`config.mk`:
```
export PLATFORM = sky130hd
export DESIGN_NAME = pipeline_sequencer_flat
export DESIGN_NICKNAME = d
export VERILOG_FILES = /design/src/rtl/pipeline_sequencer_if.sv /design/src/rtl/pipeline_sequencer.sv /design/src/flat_wrapper.sv
export SDC_FILE = /design/constraint.sdc
export NUM_CORES = 1
export LEC_CHECK = 0
export CAP_MARGIN = 20
export CORE_MARGIN = 1
export CORE_UTILIZATION = 50
export CTS_CLUSTER_DIAMETER = 100
export CTS_CLUSTER_SIZE = 14
export DETAILED_ROUTE_END_ITERATION = 10
export DONT_BUFFER_PORTS = 1
export HOLD_SLACK_MARGIN = 0.08
export PLACE_DENSITY_LB_ADDON = 0.15
export SLEW_MARGIN = 20
export SYNTH_ARGS = -nofsm -noshare
export SYNTH_HDL_FRONTEND = slang
export SYNTH_SLANG_ARGS = --single-unit
```
`constraint.sdc`:
```
create_clock -name CLK -period 5 [get_ports CLK]
set_input_delay 0.5 -clock CLK [delete_from_list [all_inputs] [get_ports CLK]]
set_output_delay 0.5 -clock CLK [all_outputs]
set_load 0.05 [all_outputs]
```
`src/rtl/pipeline_sequencer_if.sv`:
```
// pipeline_sequencer_if: hazard inputs from the stage modules and latch controls back to them.
interface pipeline_sequencer_if #(
    parameter int CNT_W  = 32,
    parameter int FCNT_W = 16
);
    logic [4:0]        id_rs, id_rt, ex_wsel;
    logic              id_uses_rt, ex_memRead, ex_branch_taken;
    logic              mem_dREN, mem_dWEN, dhit, ihit, wb_halt;
    logic              pc_en, ifid_en, idex_en, exmem_en, memwb_en;
    logic              ifid_flush, idex_flush, halted;
    logic [CNT_W-1:0]  stall_cnt;
    logic [FCNT_W-1:0] flush_cnt;

    modport master (
        input  id_rs, id_rt, id_uses_rt, ex_memRead, ex_wsel, ex_branch_taken,
               mem_dREN, mem_dWEN, dhit, ihit, wb_halt,
        output pc_en, ifid_en, idex_en, exmem_en, memwb_en,
               ifid_flush, idex_flush, halted, stall_cnt, flush_cnt
    );
    modport slave (
        output id_rs, id_rt, id_uses_rt, ex_memRead, ex_wsel, ex_branch_taken,
               mem_dREN, mem_dWEN, dhit, ihit, wb_halt,
        input  pc_en, ifid_en, idex_en, exmem_en, memwb_en,
               ifid_flush, idex_flush, halted, stall_cnt, flush_cnt
    );
endinterface

```
`src/rtl/pipeline_sequencer.sv`:
```
// pipeline_sequencer: hazard/stall controller driving the PC enable and pipeline latch enables/flushes,
// with saturating stall and branch-flush counters.
module pipeline_sequencer #(
    parameter int CNT_W  = 32,
    parameter int FCNT_W = 16
) (
    input logic CLK,
    input logic nRST,
    pipeline_sequencer_if.master bus
);
    typedef enum logic [1:0] {RUN, DWAIT, HALTED} state_t;
    state_t            state_q, state_d;
    logic [CNT_W-1:0]  stall_q, stall_d;
    logic [FCNT_W-1:0] flush_q, flush_d;
    logic              dreq, lu_hazard;
    logic              pc_en, ifid_en, idex_en, exmem_en, memwb_en, ifid_flush, idex_flush;

    assign dreq      = bus.mem_dREN | bus.mem_dWEN;
    assign lu_hazard = bus.ex_memRead & (bus.ex_wsel != 5'd0) &
                       ((bus.ex_wsel == bus.id_rs) | (bus.id_uses_rt & (bus.ex_wsel == bus.id_rt)));

    // DWAIT shares the RUN rules once dhit arrives, so a held branch or hazard resolves that same cycle.
    always_comb begin
        {pc_en, ifid_en, idex_en, exmem_en, memwb_en, ifid_flush, idex_flush} = 7'b0000000;
        state_d = state_q;
        flush_d = flush_q;
        if (!nRST) begin
            {ifid_flush, idex_flush} = 2'b11;
            state_d = RUN;
        end else if (state_q == HALTED || bus.wb_halt) begin
            state_d = HALTED;
        end else if (dreq && !bus.dhit) begin
            state_d = DWAIT;
        end else begin
            state_d = RUN;
            if (bus.ex_branch_taken) begin
                {pc_en, ifid_en, idex_en, exmem_en, memwb_en, ifid_flush, idex_flush} = 7'b1111111;
                flush_d = (&flush_q) ? flush_q : flush_q + 1'b1;
            end else if (lu_hazard) begin
                {pc_en, ifid_en, idex_en, exmem_en, memwb_en, ifid_flush, idex_flush} = 7'b0001101;
            end else if (!bus.ihit) begin
                {pc_en, ifid_en, idex_en, exmem_en, memwb_en, ifid_flush, idex_flush} = 7'b0011110;
            end else begin
                {pc_en, ifid_en, idex_en, exmem_en, memwb_en, ifid_flush, idex_flush} = 7'b1111100;
            end
        end
        stall_d = (!pc_en && state_q != HALTED && !(&stall_q)) ? stall_q + 1'b1 : stall_q;
    end

    always_ff @(posedge CLK) begin
        if (!nRST) begin
            state_q <= RUN;
            stall_q <= '0;
            flush_q <= '0;
        end else begin
            state_q <= state_d;
            stall_q <= stall_d;
            flush_q <= flush_d;
        end
    end

    assign bus.pc_en      = pc_en;
    assign bus.ifid_en    = ifid_en;
    assign bus.idex_en    = idex_en;
    assign bus.exmem_en   = exmem_en;
    assign bus.memwb_en   = memwb_en;
    assign bus.ifid_flush = ifid_flush;
    assign bus.idex_flush = idex_flush;
    assign bus.halted     = (state_q == HALTED);
    assign bus.stall_cnt  = stall_q;
    assign bus.flush_cnt  = flush_q;
endmodule
```
`src/flat_wrapper.sv`:
```
// flat-port wrapper written by rule: the top's interface ports become plain ports
module pipeline_sequencer_flat 
#(
    parameter int CNT_W  = 32,
    parameter int FCNT_W = 16
)
  (CLK, nRST, bus_id_rs, bus_id_rt, bus_id_uses_rt, bus_ex_memRead, bus_ex_wsel, bus_ex_branch_taken, bus_mem_dREN, bus_mem_dWEN, bus_dhit, bus_ihit, bus_wb_halt, bus_pc_en, bus_ifid_en, bus_idex_en, bus_exmem_en, bus_memwb_en, bus_ifid_flush, bus_idex_flush, bus_halted, bus_stall_cnt, bus_flush_cnt);
  pipeline_sequencer_if #(.CNT_W(CNT_W), .FCNT_W(FCNT_W)) bus_i ();
  input logic CLK;
  input logic nRST;
  input wire logic [$bits(bus_i.id_rs)-1:0] bus_id_rs;
  input wire logic [$bits(bus_i.id_rt)-1:0] bus_id_rt;
  input wire logic [$bits(bus_i.id_uses_rt)-1:0] bus_id_uses_rt;
  input wire logic [$bits(bus_i.ex_memRead)-1:0] bus_ex_memRead;
  input wire logic [$bits(bus_i.ex_wsel)-1:0] bus_ex_wsel;
  input wire logic [$bits(bus_i.ex_branch_taken)-1:0] bus_ex_branch_taken;
  input wire logic [$bits(bus_i.mem_dREN)-1:0] bus_mem_dREN;
  input wire logic [$bits(bus_i.mem_dWEN)-1:0] bus_mem_dWEN;
  input wire logic [$bits(bus_i.dhit)-1:0] bus_dhit;
  input wire logic [$bits(bus_i.ihit)-1:0] bus_ihit;
  input wire logic [$bits(bus_i.wb_halt)-1:0] bus_wb_halt;
  output wire logic [$bits(bus_i.pc_en)-1:0] bus_pc_en;
  output wire logic [$bits(bus_i.ifid_en)-1:0] bus_ifid_en;
  output wire logic [$bits(bus_i.idex_en)-1:0] bus_idex_en;
  output wire logic [$bits(bus_i.exmem_en)-1:0] bus_exmem_en;
  output wire logic [$bits(bus_i.memwb_en)-1:0] bus_memwb_en;
  output wire logic [$bits(bus_i.ifid_flush)-1:0] bus_ifid_flush;
  output wire logic [$bits(bus_i.idex_flush)-1:0] bus_idex_flush;
  output wire logic [$bits(bus_i.halted)-1:0] bus_halted;
  output wire logic [$bits(bus_i.stall_cnt)-1:0] bus_stall_cnt;
  output wire logic [$bits(bus_i.flush_cnt)-1:0] bus_flush_cnt;
  assign bus_i.id_rs = bus_id_rs;
  assign bus_i.id_rt = bus_id_rt;
  assign bus_i.id_uses_rt = bus_id_uses_rt;
  assign bus_i.ex_memRead = bus_ex_memRead;
  assign bus_i.ex_wsel = bus_ex_wsel;
  assign bus_i.ex_branch_taken = bus_ex_branch_taken;
  assign bus_i.mem_dREN = bus_mem_dREN;
  assign bus_i.mem_dWEN = bus_mem_dWEN;
  assign bus_i.dhit = bus_dhit;
  assign bus_i.ihit = bus_ihit;
  assign bus_i.wb_halt = bus_wb_halt;
  assign bus_pc_en = bus_i.pc_en;
  assign bus_ifid_en = bus_i.ifid_en;
  assign bus_idex_en = bus_i.idex_en;
  assign bus_exmem_en = bus_i.exmem_en;
  assign bus_memwb_en = bus_i.memwb_en;
  assign bus_ifid_flush = bus_i.ifid_flush;
  assign bus_idex_flush = bus_i.idex_flush;
  assign bus_halted = bus_i.halted;
  assign bus_stall_cnt = bus_i.stall_cnt;
  assign bus_flush_cnt = bus_i.flush_cnt;
  pipeline_sequencer #(.CNT_W(CNT_W), .FCNT_W(FCNT_W)) u_core (.CLK(CLK), .nRST(nRST), .bus(bus_i));
endmodule
```
# Word level (Yosys, flattened, before mapping)
# Cells that the tools add are included.
[classes]
n_bitwise = 9
n_reduce_logical = 12
add_sub_neg = 2
eq_ne = 4
mux = 27
[ops]
columns = ["operator", "count"]
rows = [
  ["32-bit by 1-bit adder with 32-bit output (second input constant)", 1],
  ["32-bit AND reduction", 1],
  ["1-bit two-way mux", 26],
  ["16-bit by 1-bit adder with 16-bit output (second input constant)", 1],
  ["16-bit AND reduction", 1],
  ["5-bit equality test", 2],
  ["5-bit nonzero test", 1],
  ["1-bit inverter", 4],
  ["4-bit AND reduction", 1],
  ["1-bit bitwise AND", 3],
  ["1-bit logical AND", 3],
  ["1-bit zero test", 3],
  ["2-bit equality test (second input constant)", 1],
  ["2-bit two-way mux", 1],
  ["2-bit inequality test (second input constant)", 1],
  ["1-bit bitwise OR", 2],
  ["2-bit OR reduction", 1],
  ["1-bit logical OR", 1],
]
[totals]
elab_cells = 58
out_inout_bits = 56
input_bits = 25
regBits = 50

# Logic depth before layout (Yosys ltp)
[depth]
depth_word = 12
depth_mapped = 10
ltp_nobuf = 8

# Worst setup path before layout
# Ideal clock, no wire load.
[synth_path]
path_type = "input to output"
from = "input port nRST"
to = "output port bus_pc_en"
required_time_ns = 4.500
path_slack_ns = 1.301
arrival_ns = 3.199
cell_stages = 5
path_buffers = 1
path_cell_list = "clkinv_1 > nor4_2 > o21ai_1 > nor2_1 > buf_4"
[synth_via]
elab_chain_cells = 1
[synth_rtl]
columns = ["item", "line", "source"]
rows = [
  ["from (decl)", "flat_wrapper.sv:10", "input logic nRST;"],
  ["1-bit two-way mux", "--", ""],
  ["to (decl)", "flat_wrapper.sv:22", "output wire logic [$bits(bus_i.pc_en)-1:0] bus_pc_en;"],
]
# Every way passes these cells.

# Final worst setup path
[layout_path]
from = "register u_core.state_q[1]"
to = "output port bus_pc_en"
[layout_via]
elab_chain_cells = 4
[layout_rtl]
columns = ["item", "line", "source"]
rows = [
  ["from (decl)", "pipeline_sequencer.sv:12", "state_t state_q, state_d;"],
  ["from (signal assigned)", "pipeline_sequencer.sv:56", "state_q <= state_d;"],
  ["2-bit equality test", "--", ""],
  ["via bus_halted", "flat_wrapper.sv:29", "output wire logic [$bits(bus_i.halted)-1:0] bus_halted;"],
  ["1-bit logical OR", "pipeline_sequencer.sv:30", "end else if (state_q == HALTED || bus.wb_halt) begin"],
  ["1-bit two-way mux", "pipeline_sequencer.sv:30", ""],
  ["1-bit two-way mux", "pipeline_sequencer.sv:27", "if (!nRST) begin"],
]
# The timed path passes the listed nets, and every way through them passes these cells.

==> qor.csv <==
metric,value,unit
outcome,"complete, no violations",
first_global_vias,2022,
path_max_fanout,7,
fillerInstances,497,
timing.max_cap.violations,0,
global_route_wire_length_before_repair,8.859,mm
avgSynthCellArea,8.527,µm²
max_slew.worst_pin.slew,0.9499,ns
worst-setup-path-type,reg -> out,
setup.worst_path.start_class,flop,
insertion_delay,0.30,ns
cts_hold_buffers_added,0,
die_h,75.06,µm
drt-pass1-iter-count,4,
dr.first_iter.drc_count,120,
final_net_count,337,
yosysWarnings,0,
seq_area_frac_synth,37.51,%
worstPathArrival,2.21,ns
initial_core_util,51.92,%
detail_route.wl_per_cell,15.20,µm
clk_pin_slew,0.09,ns
setup_repair_after_global_routing_missed_its_margin,no,
htree_num_levels,2,
routed-via-count,2262,
clockRootBuffer,clkbuf_8,
synthesized_area,2669,µm²
non_filler_cells_in_the_finished_layout,381,
place.port_buffers,0,
final-hold-violation-count,0,
synthAdderAreaFrac,0.9376,%
number_of_synthesized_flops_with_an_enable_pin,0,
synth_to_layout_area_growth,6.001,%
synth_compound_area_share,15.56,%
max-vdd-ir-drop,0.1676,mV
netlist_top_cells_count,"50 x dfxtp_1, 29 x nor2_1, 25 x a21oi_1, 24 x nand2_1, 18 x nand3_1",
setup_viol_count_final,0,
synthMostInstantiatedCell,dfxtp_1,
cts.repair_timing.setup_buffer_count,0,
grt_use_met2,33.33,%
period_needed,2.706,ns
timing_max_transition_violations_final,0,
total_leakage_power,0.8796,nW
die_w,75.06,µm
holdCritPathClass,in -> reg,
synth_xor_xnor_area_share,8.861,%
tritoncts,done,
route.final.wire_length,5.793,mm
floorplan.core_area,5140,µm²
biggest_area_contributors_in_the_synthesized_netlist,"dfxtp_1 38%, xnor2_1 5.3%, a21oi_1 4.7%",
synth_cells,313,
vias_per_cell,5.937,
placedCellCount,373,
floorplan.rows,26,
design.portCount,81,
clkSinkCount,50,
syn-num-nets,340,
tritoncts.num_buffers,5,
groute.layer.met1.usage,24.32,%
flops_latches_synth,50,
muxShareOfSynthArea,1.875,%
drcViolationCount,0,
globalplace.congestion,0.7922,
post-route-period-util,54.12,%
drive_gt1_share,10.29,%
netlist.area_leader.share,37.51,%
count_of_antenna_violating_nets_left_after_detailed_routing,0,
required,4.50,ns
timing.slew.headroom,36.39,%
dominant_combinational_cell_family_by_area_after_synthesis,simple AND/OR/NAND/NOR gates,
setup.worst_path.end_class,output pin,
max_freq,369.5,MHz
yosysTopAreaCell,dfxtp_1,
post_synth_and_or_nand_nor_area_fraction,31.65,%
grt-busiest-layer,met2,
grt.met3_usage,7.898,%
die_area,5634,µm²
grt_max_degree,44,
postSynth.asyncResetShare,0,%
grt.overflow.total,0,
ctsResizeCount,0,
final.setup_skew,0.005834,ns
number_of_antenna_violations_at_the_first_check_in_global_routing,0,
max-clock-path-buffers,2,
ant_diodes,0,
grt_usage,20.38,%
power_per_cell_area,270.5,nW/µm²
dominantRegCellSynth,dfxtp_1,
finalSetupTns,0,ns
dp_hpwl,4.057,mm
netlist-cell-type-count,50,
==> cell families (layout without fill, tap and decap cells) <==
group,after synthesis,after routing
AOI/OAI and AO/OA,66,66
xor gates and xnor gates,27,27
adders and majority gates,2,2
buffers and inverters,19,17
DFF,50,50
muxes,5,5
and+or+nand+nor,144,144
==> flip-flops by register name, summed over array words and instances, names as in the netlist <==
signal / cells
u_core.state_q: 2
u_core.bus.stall_cnt: 32
u_core.bus.flush_cnt: 16
==> cells in the final DEF, fill, tap and decap left out, types with 3 or more instances in the layout <==
master,n
a21oi_1,25
and2_1,4
and3_1,5
and4_1,5
buf_4,4
clkbuf_8,5
dfxtp_1,50
inv_1,4
mux2i_1,5
nand2_1,24
nand2b_1,3
nand3_1,18
nand4_1,7
nor2_1,28
nor3_1,4
o21ai_0,17
o21ai_1,4
o31ai_1,7
or3_1,16
or4_1,11
xnor2_1,16
xor2_1,11
==> power breakdown <==
part	switching [mW]	total, mW	internal [mW]	leakage [nW]
Combinational	0.0477	0.0664	0.0188	0.424
Clock	0.130	0.279	0.150	0.0524
Sequential	0.0170	0.419	0.402	0.404
==> critical path, cell delays in order, from the launching register on <==
cell and delay (ns):
dfxtp_1 0.31, nor2b_2 0.76, nor4_4 0.06, buf_4 0.27, o21ai_1 0.19, nor2_2 0.06
buf_4 0.24
==> layout make-up <==
class / instances / area [µm²] / area share, %
clock buffers: 7 / 76.32 / 2.698
inverters: 5 / 18.77 / 0.6634
multi-input cells: 244 / 1585 / 56.04
well taps: 70 / 87.58 / 3.096
flip-flops and latches: 50 / 1001 / 35.38
clock inverters: 1 / 30.03 / 1.061
repair buffers: 4 / 30.03 / 1.061
==> path summary, 6_finish.rpt <==
kind | depth (start not counted) | end | slack, ns | startpoint
worst max-delay path | 6 | bus_pc_en | 2.29 | u_core.state_q[1]$_SDFF_PN0_
worst min register to register | 2 | u_core.bus.stall_cnt[28]$_SDFFE_PN0P_ | 0.73 | u_core.bus.stall_cnt[28]$_SDFFE_PN0P_
worst max register to register | 7 | u_core.bus.stall_cnt[29]$_SDFFE_PN0P_ | 2.30 | u_core.bus.stall_cnt[17]$_SDFFE_PN0P_
worst min-delay path | 1 | u_core.bus.stall_cnt[2]$_SDFFE_PN0P_ | 0.31 | nRST
==> stage by stage <==
step	area [µm²]	total power [mW]	utilization, %	hold WS, ns	setup WS, ns
2_1_floorplan	2669	0.4855	-	0.6277	1.301
3_3_place_gp	2723	0.4939	52.97	0.6231	2.351
3_5_place_dp	2723	0.4953	52.97	0.6231	2.312
4_1_cts	2829	0.7715	55.04	0.3077	2.283
5_1_grt	2829	0.7940	55.04	0.3013	2.064
6_report	2829	0.7651	55.04	0.3135	2.294
==> per-layer routing <==
layer	wire [µm]	part of all wire [%]
met1	2661	46
met2	2636	46
met3	434	7.5
met4	61	1.1
met5	0	0
(Power assumes the default switching activity.)
